### src/rtl/vu_level_tracker.sv
// VU meter ballistics: instant-attack/linear-decay bar, peak-hold marker (hold then fall), clip flag.
// Optional macro VU_CLIP_LATCH_EN makes clip sticky on a full-scale accepted sample until reset.
module vu_level_tracker #(
    parameter int DATA_W          = 8,
    parameter int TICK_DIV        = 250000,
    parameter int DECAY_STEP      = 4,
    parameter int PEAK_HOLD_TICKS = 100
) (
    input  logic              clock,
    input  logic              reset,
    input  logic              enable,
    input  logic [DATA_W-1:0] sample,
    input  logic              sample_valid,
    input  logic              sample_error,
    output logic [DATA_W-1:0] level,
    output logic [DATA_W-1:0] peak,
    output logic              clip,
    output logic              tick
);
    localparam int PW = (TICK_DIV > 1) ? $clog2(TICK_DIV) : 1;
    localparam int HW = $clog2(PEAK_HOLD_TICKS + 1);
    localparam logic [PW-1:0]     LAST      = PW'(TICK_DIV - 1);
    localparam logic [HW-1:0]     HOLD_INIT = HW'(PEAK_HOLD_TICKS);
    localparam logic [DATA_W-1:0] STEP      = DATA_W'(DECAY_STEP);

    typedef enum logic [1:0] {IDLE, HOLD, FALL} state_t;

    state_t            state, state_n;
    logic [PW-1:0]     presc;
    logic [HW-1:0]     hold_cnt, hold_n;
    logic              acc;
    logic [DATA_W-1:0] s, lvl_dec, lvl_n, level_n, peak_n, pk_dec, pk_fall;

    function automatic logic [DATA_W-1:0] dec(input logic [DATA_W-1:0] x);
        return (x < STEP) ? '0 : x - STEP;
    endfunction

    always_comb begin
        acc     = enable & sample_valid & ~sample_error;
        s       = acc ? sample : '0;
        lvl_dec = tick ? dec(level) : level;
        lvl_n   = (s > lvl_dec) ? s : lvl_dec;
        pk_dec  = dec(peak);
        pk_fall = (pk_dec > lvl_n) ? pk_dec : lvl_n;
        level_n = enable ? lvl_n : level;
        state_n = state;
        peak_n  = peak;
        hold_n  = hold_cnt;
        if (enable) begin
            // A new maximum re-arms the hold from any state.
            if (acc && (sample >= peak)) begin
                peak_n  = sample;
                hold_n  = HOLD_INIT;
                state_n = HOLD;
            end else begin
                case (state)
                    IDLE: peak_n = lvl_n;
                    HOLD: if (tick) begin
                        hold_n = hold_cnt - HW'(1);
                        if (hold_cnt == HW'(1)) state_n = FALL;
                    end
                    FALL: if (tick) begin
                        peak_n = pk_fall;
                        if (pk_fall == lvl_n) state_n = IDLE;
                    end
                    default: state_n = IDLE;
                endcase
            end
        end
    end

    always_ff @(posedge clock) begin
        if (!reset) begin
            presc    <= '0;
            tick     <= 1'b0;
            level    <= '0;
            peak     <= '0;
            clip     <= 1'b0;
            state    <= IDLE;
            hold_cnt <= '0;
        end else begin
            if (enable) begin
                presc <= (presc == LAST) ? '0 : presc + PW'(1);
                tick  <= (presc == LAST);
            end else begin
                tick  <= 1'b0;
            end
            level    <= level_n;
            peak     <= peak_n;
            state    <= state_n;
            hold_cnt <= hold_n;
`ifdef VU_CLIP_LATCH_EN
            clip     <= clip | (acc && (sample == {DATA_W{1'b1}}));
`else
            clip     <= (peak_n == {DATA_W{1'b1}});
`endif
        end
    end
endmodule

### config.mk
export PLATFORM = sky130hd
export DESIGN_NAME = vu_level_tracker
export DESIGN_NICKNAME = d
export VERILOG_FILES = /design/src/rtl/vu_level_tracker.sv
export SDC_FILE = /design/constraint.sdc
export NUM_CORES = 1
export LEC_CHECK = 0
export CORE_MARGIN = 3
export CORE_UTILIZATION = 26
export CTS_BUF_LIST = sky130_fd_sc_hd__clkbuf_8
export DETAILED_ROUTE_END_ITERATION = 8
export GPL_TIMING_DRIVEN = 0
export SYNTH_ARGS = -nofsm -noshare
export SYNTH_HDL_FRONTEND = slang
export SYNTH_SLANG_ARGS = --single-unit
### constraint.sdc
create_clock -name clock -period 5.75 [get_ports clock]
set_clock_uncertainty 0.1 [all_clocks]
set_input_delay 0.575 -clock clock [delete_from_list [all_inputs] [get_ports clock]]
set_output_delay 0.575 -clock clock [all_outputs]
set_load 0.005 [all_outputs]
==> key figures, run 1 <==
Place
  • Area after DPL: 3750 sq um
  • Final HPWL DP: 7.31 mm
  • RePlAce Congestion: 0.869
  • Port buffer count: 29
  • Placed Cells: 601

Synth
  • Top_reg_cell synth: dfxtp_1
  • Yosys warnings: 0
  • Synth area leaders: dfxtp_1, ha_1, nor2_1, nand2_1, xor2_1
  • Main combinational cell family by area after synthesis: simple AND/OR/NAND/NOR gates
  • Synth cell types: 68
  • Synth Area in Simple Gates: 0.253
  • Post-synthesis sequential area ratio: 0.277
  • Syn avg cell area: 8.04 sq um
  • Post-Synth XOR/XNOR Area: 0.0782
  • Post-synth top area share: 0.277
  • Post-Synthesis Cells: 404
  • Post-synth EDFFs: 0
  • Adder-cell share of the synthesized area: 0.112
  • Async S/R FF share, synth: 0
  • Area fraction in compound gates after synthesis: 0.185
  • Synth Cell Area: 3250 sq um
  • Syn Nets: 446
  • Yosys reg bits: 45
  • Largest area contributor in the netlist: dfxtp_1
  • Mux contribution to synthesized area: 0.0432

Worst setup path
  • Slowest stage cell, crit path: clkdlybuf4s50_1
  • R2r endpoint: clip
  • Worst-path cell chain: clkdlybuf4s50_1 > inv_2 > nor3b_4 > nand2_1 > inv_1 > ha_1 > nor2b_1 > o211ai_2 > a21oi_2 > o21ai_4 > mux2_2 > ha_1 > nor2b_1 > o211ai_1 > a21o_1 > a21oi_2 > buf_4 > nand3_1 > o2111ai_1 > o221ai_1 > and4bb_2 > and4_1
  • CP top delay family: simple AND/OR/NAND/NOR gates
  • Crit path arrival time: 5.45 ns
  • Reg2Reg Depth: 22
  • R2R Setup Slk: 0.65 ns
  • Crit path largest cell delay: 0.51 ns
  • CP bufs+invs: 4
  • CP Class: in -> reg
  • Req. time, crit path: 5.89 ns
  • CP endpoint kind: flip-flop
  • Critical R2R Launch: level[2]
  • CP max FO: 10
  • CP startpoint kind: primary input

Final layout
  • Design area: 3870 sq um
  • Fraction of layout instances using a drive strength above 1: 0.0794
  • Layout net count: 482
  • Area grow syn2layout: 19.2%
  • Final Util: 0.320
  • Fin cells: 609
  • N_diodes: 0

Floorplan
  • CORE AREA: 12100 sq um
  • Row cnt: 40
  • Die area: 13900 sq um
  • Die span in x: 118 um
  • Die Y: 118 um
  • Starting density of the core: 0.268
  • Io pins: 31

Power
  • PwrDens: 220 nW/um^2
  • Static Leak: 1.45 nW
  • Worst ir drop on vdd: 0.000129 V

Clock network
  • Clock sink count: 45
  • Longest Clk Path Bufs: 2
  • Cts repair resizes: 0
  • Root Driver: clkbuf_8
  • Skew-Pair Late Insertion Delay: 0.31 ns
  • H-tree depth: 2
  • Total CTS buffers: 5
  • Hold_buf cts: 0
  • Post-CTS Setup Inserts: 0
  • CTS tree: yes
  • Clk pin slew, worst setup/hold paths: 0.10 ns

Routing
  • DR WL/cell: 15.1 um
  • DR pass1 iterations: 4
  • Antenna-violating nets left: 0
  • DR vias: 3062
  • Iter 0 DRT Violations: 116
  • Post-route DRC: 0
  • Vias per cell: 5.03
  • WL final: 9.20 mm

STA
  • Slew @ Worst Pin: 0.819 ns
  • Unrepaired setup endpoints after global routing: no
  • Fin. Hold Viols: 0
  • Fmax: 188 MHz
  • Minimum clock period: 5.31 ns
  • Relative slew slack: 0.450
  • Setup TNS: 0 ns
  • Setup violators final: 0
  • Slew Limit Fails: 0
  • Part of the cycle the worst path needs: 0.923

Worst hold path
  • Worst Hold End: level[1]
  • Min-Delay Path Class: reg -> reg
  • Hold_sp: level[1]
  • Worst hold path cell count: 2

Status
  • Status: complete, no violations

Job
  • Max-cap viol count: 0

Global routing
  • Initial antenna violation count: 0
  • Largest net degree at the start of global routing: 17
  • GRT overflow: 0
  • GRT Util Overall: 0.134
  • Vias in the first global route: 3083
  • Global-route wire length before repair: 15.4 mm
## worst reg2reg max path, stage by stage, from the launching register on
cell and delay, ns:
dfxtp_1 0.46, inv_1 0.11, ha_1 0.29, and3b_1 0.24
nand2_1 0.13, nand2_1 0.09, ha_1 0.29, nor2b_1 0.14
o211ai_2 0.15, a21oi_2 0.09, o21ai_4 0.35, mux2_2 0.45
ha_1 0.31, nor2b_1 0.14, o211ai_1 0.09, a21o_1 0.17
a21oi_2 0.30, buf_4 0.24, nand3_1 0.09, o2111ai_1 0.15
o221ai_1 0.15, and4bb_2 0.32, and4_1 0.19
## stage by stage
| stage | setup WS (ns) | power (mW) | hold slack (ns) |
|---|---|---|---|
| finish | 0.444 | 0.850 | 0.409 |
| global route | 0.0948 | 0.906 | 0.450 |
| CTS | 0.222 | 0.854 | 0.412 |
| detailed placement | -0.0758 | 0.596 | 0.399 |
| global placement | -0.115 | 0.590 | 0.396 |
| floorplan | 1.25 | 0.518 | 0.379 |
## layout by cell type, fill, tap and decap left out, types with 3 or more instances in the layout
| cell | synthesis | routed |
|---|---|---|
| nor2_1 | 53 | 53 |
| buf_2 | 3 | 3 |
| nand4_1 | 9 | 9 |
| a21oi_1 | 25 | 24 |
| nor3_1 | 7 | 7 |
| clkbuf_1 | 5 | 5 |
| o211ai_1 | 5 | 5 |
| o22ai_1 | 3 | 3 |
| xor2_1 | 16 | 16 |
| and2_1 | 5 | 5 |
| o21ai_0 | 8 | 8 |
| or4_1 | 3 | 3 |
| nand3_1 | 14 | 14 |
| nand2_1 | 39 | 39 |
| dfxtp_1 | 45 | 45 |
| xnor2_1 | 13 | 13 |
| mux2i_1 | 8 | 7 |
| nor2b_1 | 5 | 5 |
| inv_1 | 27 | 27 |
| a211oi_1 | 9 | 9 |
| nor4_1 | 4 | 4 |
| nand2b_1 | 4 | 4 |
| a21o_1 | 3 | 3 |
| clkbuf_8 | 0 | 5 |
| clkdlybuf4s50_1 | 0 | 29 |
| mux2_2 | 4 | 4 |
| ha_1 | 29 | 29 |
| o2111ai_1 | 4 | 4 |
## cell families (layout without fill, tap and decap cells)
family / Yosys count / after routing
XOR/XNOR: 29 / 29
AND/OR/NAND/NOR: 162 / 162
buffers and inverters: 41 / 78
multiplexers: 13 / 13
AO/OA/AOI/OAI: 85 / 85
flip-flops: 45 / 45
adder cells (fa/ha/maj): 29 / 29
## how the worst max path moves through the flow
stage,startpoint,end,depth (start not counted)
floorplan,level[2],clip,22
global placement,enable,clip,20
detailed placement,enable,clip,22
CTS,enable,clip,22
global route,enable,state[1],21
finish,enable,clip,22
## registers in the layout, summed over array words and instances (netlist names)
signal and count:
state 2, peak 8, presc 18, level 8, hold_cnt 7, clip 1
tick 1
## layout make-up
type / count / area [sq um]
clock inverters: 3 / 47.5
multi-input cells: 318 / 2190
repair buffers: 29 / 290
well taps: 168 / 210
plain buffers: 11 / 52.6
flip-flops and latches: 45 / 901
fillers: 1329 / 8240
clock buffers: 5 / 68.8
inverters: 30 / 113
## Yosys cell counts, types with 5 or more instances
| master | n |
|---|---|
| a21oi_1 | 25 |
| and2_1 | 5 |
| a211oi_1 | 9 |
| clkbuf_1 | 5 |
| nand2_1 | 39 |
| mux2i_1 | 8 |
| inv_1 | 27 |
| xor2_1 | 16 |
| nand3_1 | 14 |
| nor2b_1 | 5 |
| nor2_1 | 53 |
| nor3_1 | 7 |
| xnor2_1 | 13 |
| o21ai_0 | 8 |
| dfxtp_1 | 45 |
| o211ai_1 | 5 |
| nand4_1 | 9 |
| ha_1 | 29 |
## layer usage
layer	GRT usage	vias to the layer above	routed length, um
met5	0	-	0
met4	0.0293	0	90
met3	0.0264	7	461
met2	0.233	59	4490
met1	0.172	1471	4160
li1	-	1525	-
## power by group
| group | switching, mW | internal (mW) |
|---|---|---|
| clock network | 0.123 | 0.133 |
| registers | 0.0144 | 0.322 |
| logic | 0.148 | 0.110 |
Power figures use the tool's default switching activity.
==> run 2, diff against run 1 <==
--- a/config.mk
+++ b/config.mk
@@ -7,7 +7,7 @@
 export LEC_CHECK = 0
 export CORE_MARGIN = 3
 export CORE_UTILIZATION = 26
-export CTS_BUF_LIST = sky130_fd_sc_hd__clkbuf_8
+export CTS_BUF_LIST = sky130_fd_sc_hd__clkbuf_4
 export DETAILED_ROUTE_END_ITERATION = 8
 export GPL_TIMING_DRIVEN = 0
 export SYNTH_ARGS = -nofsm -noshare
==> run 2 against run 1 <==
Effect of this change: die area unchanged; combinational power about the same; critical path depth down 2; routed wire length about the same; clock-buffer cell count unchanged; non-clock buffer count unchanged; critical path type unchanged; sequential power about the same.
==> key figures, run 2 (synthesized netlist as in run 1, its figures left out) <==
Worst setup path
  • CP max FO: 10 (unchanged)
  • Crit path largest cell delay: 0.51 ns (about the same)
  • Reg2Reg Depth: 22 (unchanged)
  • CP startpoint kind: primary input
  • CP top delay family: compound AO/OA/AOI/OAI gates
  • Worst-path cell chain: clkdlybuf4s50_1 > buf_2 > nand2_1 > nor3b_1 > ha_1 > o211ai_2 > a21oi_2 > o21ai_4 > mux2_2 > ha_1 > nor2b_1 > o211ai_1 > a21o_1 > a21oi_2 > buf_4 > nand3_1 > o2111ai_1 > o221ai_1 > and4bb_2 > and4_1
  • CP endpoint kind: flip-flop
  • Levels on crit path: 20 (-9.1%)
  • CP bufs+invs: 3 (-1)
  • Slowest stage cell, crit path: clkdlybuf4s50_1
  • R2R Setup Slk: 0.62 ns (-0.03 ns)
  • Crit path arrival time: 5.47 ns (+0.02 ns)
  • Req. time, crit path: 5.97 ns (+0.08 ns)
  • CP Class: in -> reg

STA
  • Slew Limit Fails: 0 (unchanged)
  • Slew @ Worst Pin: 0.835 ns (+0.0162 ns)
  • Setup violators final: 0 (unchanged)
  • Fin. Hold Viols: 0 (unchanged)
  • Fmax: 191 MHz (+1.1%)
  • Relative slew slack: 0.439 (-0.0109)
  • Minimum clock period: 5.25 ns (-0.0564 ns)
  • Part of the cycle the worst path needs: 0.913 (-0.00980)
  • Unrepaired setup endpoints after global routing: no

Clock network
  • Skew-Pair Late Insertion Delay: 0.38 ns (+0.07 ns)
  • Clk pin slew, worst setup/hold paths: 0.16 ns (+0.06 ns)
  • Post-CTS Setup Inserts: 0 (unchanged)
  • Root Driver: clkbuf_4
  • Longest Clk Path Bufs: 2 (unchanged)
  • Clock sink count: 45 (unchanged)
  • H-tree depth: 2 (unchanged)
  • CTS tree: yes
  • Total CTS buffers: 5 (unchanged)

Power
  • PwrDens: 211 nW/um^2 (-3.8%)
  • Switching share of power: 0.350 (+0.0145)
  • Clk pwr share: 0.266 (-0.035)
  • Power share of the combinational group: 0.319 (+0.016)
  • P_int: 528 uW (-6.6%)
  • Seq pwr share: 0.415 (+0.019)
  • Worst ir drop on vdd: 0.000130 V (+0.90%)
  • Switch Pwr: 284 uW (-0.41%)
  • Static Leak: 1.43 nW (-0.90%)
  • Total power draw: 811 uW (-4.5%)

Floorplan
  • Die span in x: 118 um (unchanged)
  • Die Y: 118 um (unchanged)
  • Io pins: 31 (unchanged)
  • Die area: 13900 sq um (unchanged)
  • Row cnt: 40 (unchanged)
  • CORE AREA: 12100 sq um (unchanged)
  • Starting density of the core: 0.268 (unchanged)

Routing
  • Wl on met1: 4.17 mm (+0.46%)
  • Top sig layer: met4
  • Vias per cell: 5.06 (+0.56%)
  • Iter 0 DRT Violations: 143 (+23%)
  • Metal2 WL: 4.50 mm (about the same)
  • Post-route DRC: 0 (unchanged)
  • WL final: 9.21 mm (about the same)
  • DR WL/cell: 15.1 um (about the same)
  • DR pass1 iterations: 5 (+1)
  • Antenna-violating nets left: 0 (unchanged)
  • DR vias: 3079 (+0.56%)
  • DR WL met3: 419 um (-9.1%)

Final layout
  • N_diodes: 0 (unchanged)
  • Largest registers: presc (18), level (8), peak (8)
  • Final Util: 0.317 (-0.00258)
  • Layout net count: 482 (unchanged)
  • Most frequent cells in the layout: nor2_1, dfxtp_1, nand2_1
  • Max reg flops: 18 (unchanged)
  • Fraction of layout instances using a drive strength above 1: 0.0794 (unchanged)
  • Commonest non-fill, non-tap cell in the layout: nor2_1
  • Area grow syn2layout: 18.3%
  • Largest Register: presc

Global routing
  • GRT Util Overall: 0.135 (+0.000607)
  • Vias in the first global route: 3087 (+0.13%)
  • Initial antenna violation count: 0 (unchanged)
  • Global-route wire length before repair: 15.4 mm (about the same)
  • Largest net degree at the start of global routing: 17 (unchanged)
  • GRT overflow: 0 (unchanged)

Place
  • Final HPWL DP: 7.31 mm (unchanged)
  • RePlAce Congestion: 0.869 (unchanged)
  • Port buffer count: 29 (unchanged)

Status
  • Status: complete, no violations

Job
  • Max-cap viol count: 0 (unchanged)

Worst hold path
  • Worst hold path cell count: 2 (unchanged)
  • Min-Delay Path Class: reg -> reg
==> run 2: power groups by stage <==
stage               Clock [mW]  Combinational (mW)  Sequential [mW]
floorplan                    0               0.177            0.340
global placement             0               0.247            0.343
detailed placement           0               0.253            0.344
CTS                      0.222               0.254            0.337
global route             0.239               0.287            0.339
finish                   0.216               0.259            0.337
==> run 2: worst paths after layout <==
kind             from       end
max            enable      clip
min          level[0]  level[0]
max reg2reg  level[2]      clip
min reg2reg  level[0]  level[0]
==> run 2: metal layers <==
layer / vias to the layer above / global-route usage
li1: 1528 / -
met1: 1476 / 0.172
met2: 66 / 0.233
met3: 9 / 0.0264
met4: 0 / 0.0337
met5: - / 0
==> run 2: what timing repair did <==
item	in CTS	in global routing
hold buffers	0	0
hold endpoints to repair	0	0
endpoints found under the setup margin	0	2
gates resized for setup	0	2
==> run 2: layout make-up <==
type / instances / area, sq um
clock inverter: 3 / 47.5
multi-input combinational: 318 / 2190
buffer: 11 / 52.6
clock buffer: 5 / 37.5
fill: 1331 / 8270
tap: 168 / 210
timing repair buffer: 29 / 290
sequential: 45 / 901
inverter: 30 / 113
==> run 2: tightest hold or removal path: stages, from the launching register on <==
cell	delay, ns
dfxtp_1	0.35
nor2_1	0.09
a211oi_1	0.05
==> run 2: through the flow <==
| stage | TNS, ns | setup slack (ns) | cells | hold WS, ns | cell area [sq um] |
|---|---|---|---|---|---|
| 3_3_place_gp | -0.115 | -0.115 | 601 | 0.396 | 3750 |
| 5_1_grt | 0 | 0.191 | 609 | 0.456 | 3840 |
| 6_report | 0 | 0.501 | 609 | 0.418 | 3840 |
| 4_1_cts | 0 | 0.301 | 609 | 0.418 | 3830 |
| 3_5_place_dp | -0.0758 | -0.0758 | 601 | 0.399 | 3750 |
| 2_1_floorplan | 0 | 1.25 | 404 | 0.379 | 3250 |
==> run 3, diff against run 2 <==
--- a/config.mk
+++ b/config.mk
@@ -10,6 +10,7 @@
 export CTS_BUF_LIST = sky130_fd_sc_hd__clkbuf_4
 export DETAILED_ROUTE_END_ITERATION = 8
 export GPL_TIMING_DRIVEN = 0
+export HOLD_SLACK_MARGIN = 0.06
 export SYNTH_ARGS = -nofsm -noshare
 export SYNTH_HDL_FRONTEND = slang
 export SYNTH_SLANG_ARGS = --single-unit
==> results of run 3 <==
Final layout, timing and power as in run 2 (identical DEF).
==> patch: new RTL, settings of run 1 <==
Encoding of `state_t`: now one-hot (3 bits for 3 states).
--- a/src/rtl/vu_level_tracker.sv
+++ b/src/rtl/vu_level_tracker.sv
@@ -23,7 +23,7 @@
     localparam logic [HW-1:0]     HOLD_INIT = HW'(PEAK_HOLD_TICKS);
     localparam logic [DATA_W-1:0] STEP      = DATA_W'(DECAY_STEP);
 
-    typedef enum logic [1:0] {IDLE, HOLD, FALL} state_t;
+    typedef enum logic [2:0] {IDLE = 3'b001, HOLD = 3'b010, FALL = 3'b100} state_t;
 
     state_t            state, state_n;
     logic [PW-1:0]     presc;
Behaviour: same outputs for any inputs over 10 cycles, from zero or initial values and one cycle with reset low; not proved beyond that.
==> patch against run 1 <==
Area after synthesis increased by 2.8%. Highest routed layer unchanged. Wire length is 0.79% lower. Register-to-register slack worse by 220 ps. Power grew 11%. Largest cell class unchanged. Cell area is 3.0% higher. Worst setup slack got worse by 11 ps. Sequential cell count is 1 higher. Via count is 5.9% higher.
==> patch: results (changes against run 1) <==
[status]
status = finished clean  ; unchanged

[setup_path]
cp_slowest_cell = or4b_1  ; was clkdlybuf4s50_1
critPathArrivalTime_ps = 5440  ; was 5450 ps
max_stage_delay_ps = 480  ; was 510 ps

[power_and_ir_drop]
p_leak_nw = 1.56  ; was 1.45 nW
ir_drop_mv = 0.128  ; was 0.129 mV

[clock_network]
clk_latency_ps = 310  ; about the same
h-tree-depth = 2  ; unchanged

[place]
dpl.hpwl_um = 7130  ; was 7310 µm
place_congestion = 0.887  ; was 0.869
dpl_cell_area_um2 = 3840  ; was 3750 µm²

[route]
via_per_inst = 5.09  ; was 5.03
drt_iter0_markers = 201  ; was 116
dr.pass1.iters = 5  ; was 4
routedWlPerCell_um = 14.3  ; was 15.1 µm

[cells_and_area]
drive_gt1_frac = 0.0618  ; was 0.0794
nets = 510  ; was 482

[sta]
worstMarginPinSlew_ps = 644  ; was 819 ps

[global_routing]
gr-usage-all-layers = 0.128  ; was 0.134
grt_max_degree = 15  ; was 17
first_global_vias = 3074  ; was 3083

[logic_synthesis]
synthTopCellsByCount = nor2_1, dfxtp_1, nand2_1  ; unchanged
synth.area.top_cells = dfxtp_1, ha_1, nor2_1  ; unchanged
ys_types = 56  ; was 68
synth_nets = 471  ; was 446
yosysSeqAreaShare = 0.276  ; was 0.277

-- patch: cell count changes after synthesis, sizes merged, moves of 5 or more --
cell / before / now
mux2: 5 / 0
o211ai: 6 / 0
nand2: 39 / 45
and3: 1 / 6
and2: 5 / 12
nor3: 10 / 19
a21o: 3 / 8
-- patch: through the flow --
step / cells / utilization / setup TNS (ps) / setup slack (ps)
global route: 637 / 0.325 / 0 / 22.9
global placement: 626 / 0.313 / -198 / -198
detailed placement: 626 / 0.313 / -227 / -227
floorplan: 429 / - / 0 / 941
finish: 637 / 0.325 / 0 / 434
CTS: 634 / 0.320 / 0 / 38.0
-- patch: kinds of logic (layout without fill, tap and decap cells) --
| kind of cell | count (synthesis) | count (layout) | share of synthesized area |
|---|---|---|---|
| and+or+nand+nor | 178 | 178 | 0.266 |
| adders and majority gates | 29 | 29 | 0.109 |
| buffers and inverters | 44 | 84 | 0.0521 |
| muxes | 9 | 9 | 0.0270 |
| xor gates and xnor gates | 31 | 31 | 0.0813 |
| DFF | 46 | 46 | 0.276 |
| AOI/OAI and AO/OA | 92 | 92 | 0.189 |
-- patch: per-layer routing --
| layer | up-vias | global-route usage | routed length [µm] |
|---|---|---|---|
| li1 | 1601 | - | - |
| met5 | - | 0 | 0 |
| met4 | 0 | 0.0379 | 135 |
| met2 | 111 | 0.204 | 4040 |
| met1 | 1519 | 0.179 | 4420 |
| met3 | 12 | 0.0171 | 528 |
-- patch: worst paths after layout --
check | slack [ps] | from | end
max | 430 | tick$_SDFF_PN0_ | clip$_SDFF_PN0_
min | 400 | hold_cnt[1]$_SDFFE_PN0P_ | hold_cnt[1]$_SDFFE_PN0P_
max reg2reg | 430 | tick$_SDFF_PN0_ | clip$_SDFF_PN0_
min reg2reg | 400 | hold_cnt[1]$_SDFFE_PN0P_ | hold_cnt[1]$_SDFFE_PN0P_
-- patch: tightest hold or removal path: cells and delay by family, from the launching register on --
| family | cells | cell delay (ps) |
|---|---|---|
| AO/OA/AOI/OAI | 1 | 50 |
| AND/OR/NAND/NOR | 1 | 90 |
| flip-flops | 1 | 320 |
-- patch: layout make-up --
cell class | instances | area (µm²)
clock inverters | 3 | 17.5
flip-flops and latches | 46 | 921
repair buffers | 32 | 313
inverters | 32 | 120
multi-input cells | 339 | 2280
fillers | 1312 | 8280
plain buffers | 12 | 53.8
clock buffers | 5 | 68.8
well taps | 168 | 210
-- patch: what timing repair did --
action,CTS,global route
setup buffers,0,3
resized for setup,0,10
endpoints found under the setup margin,0,5
endpoints found under the hold margin,0,0
-- patch: report_power, final --
group	internal, mW	switching, mW
logic	0.161	0.223
registers	0.332	0.0201
clock network	0.0843	0.119
total	0.577	0.362
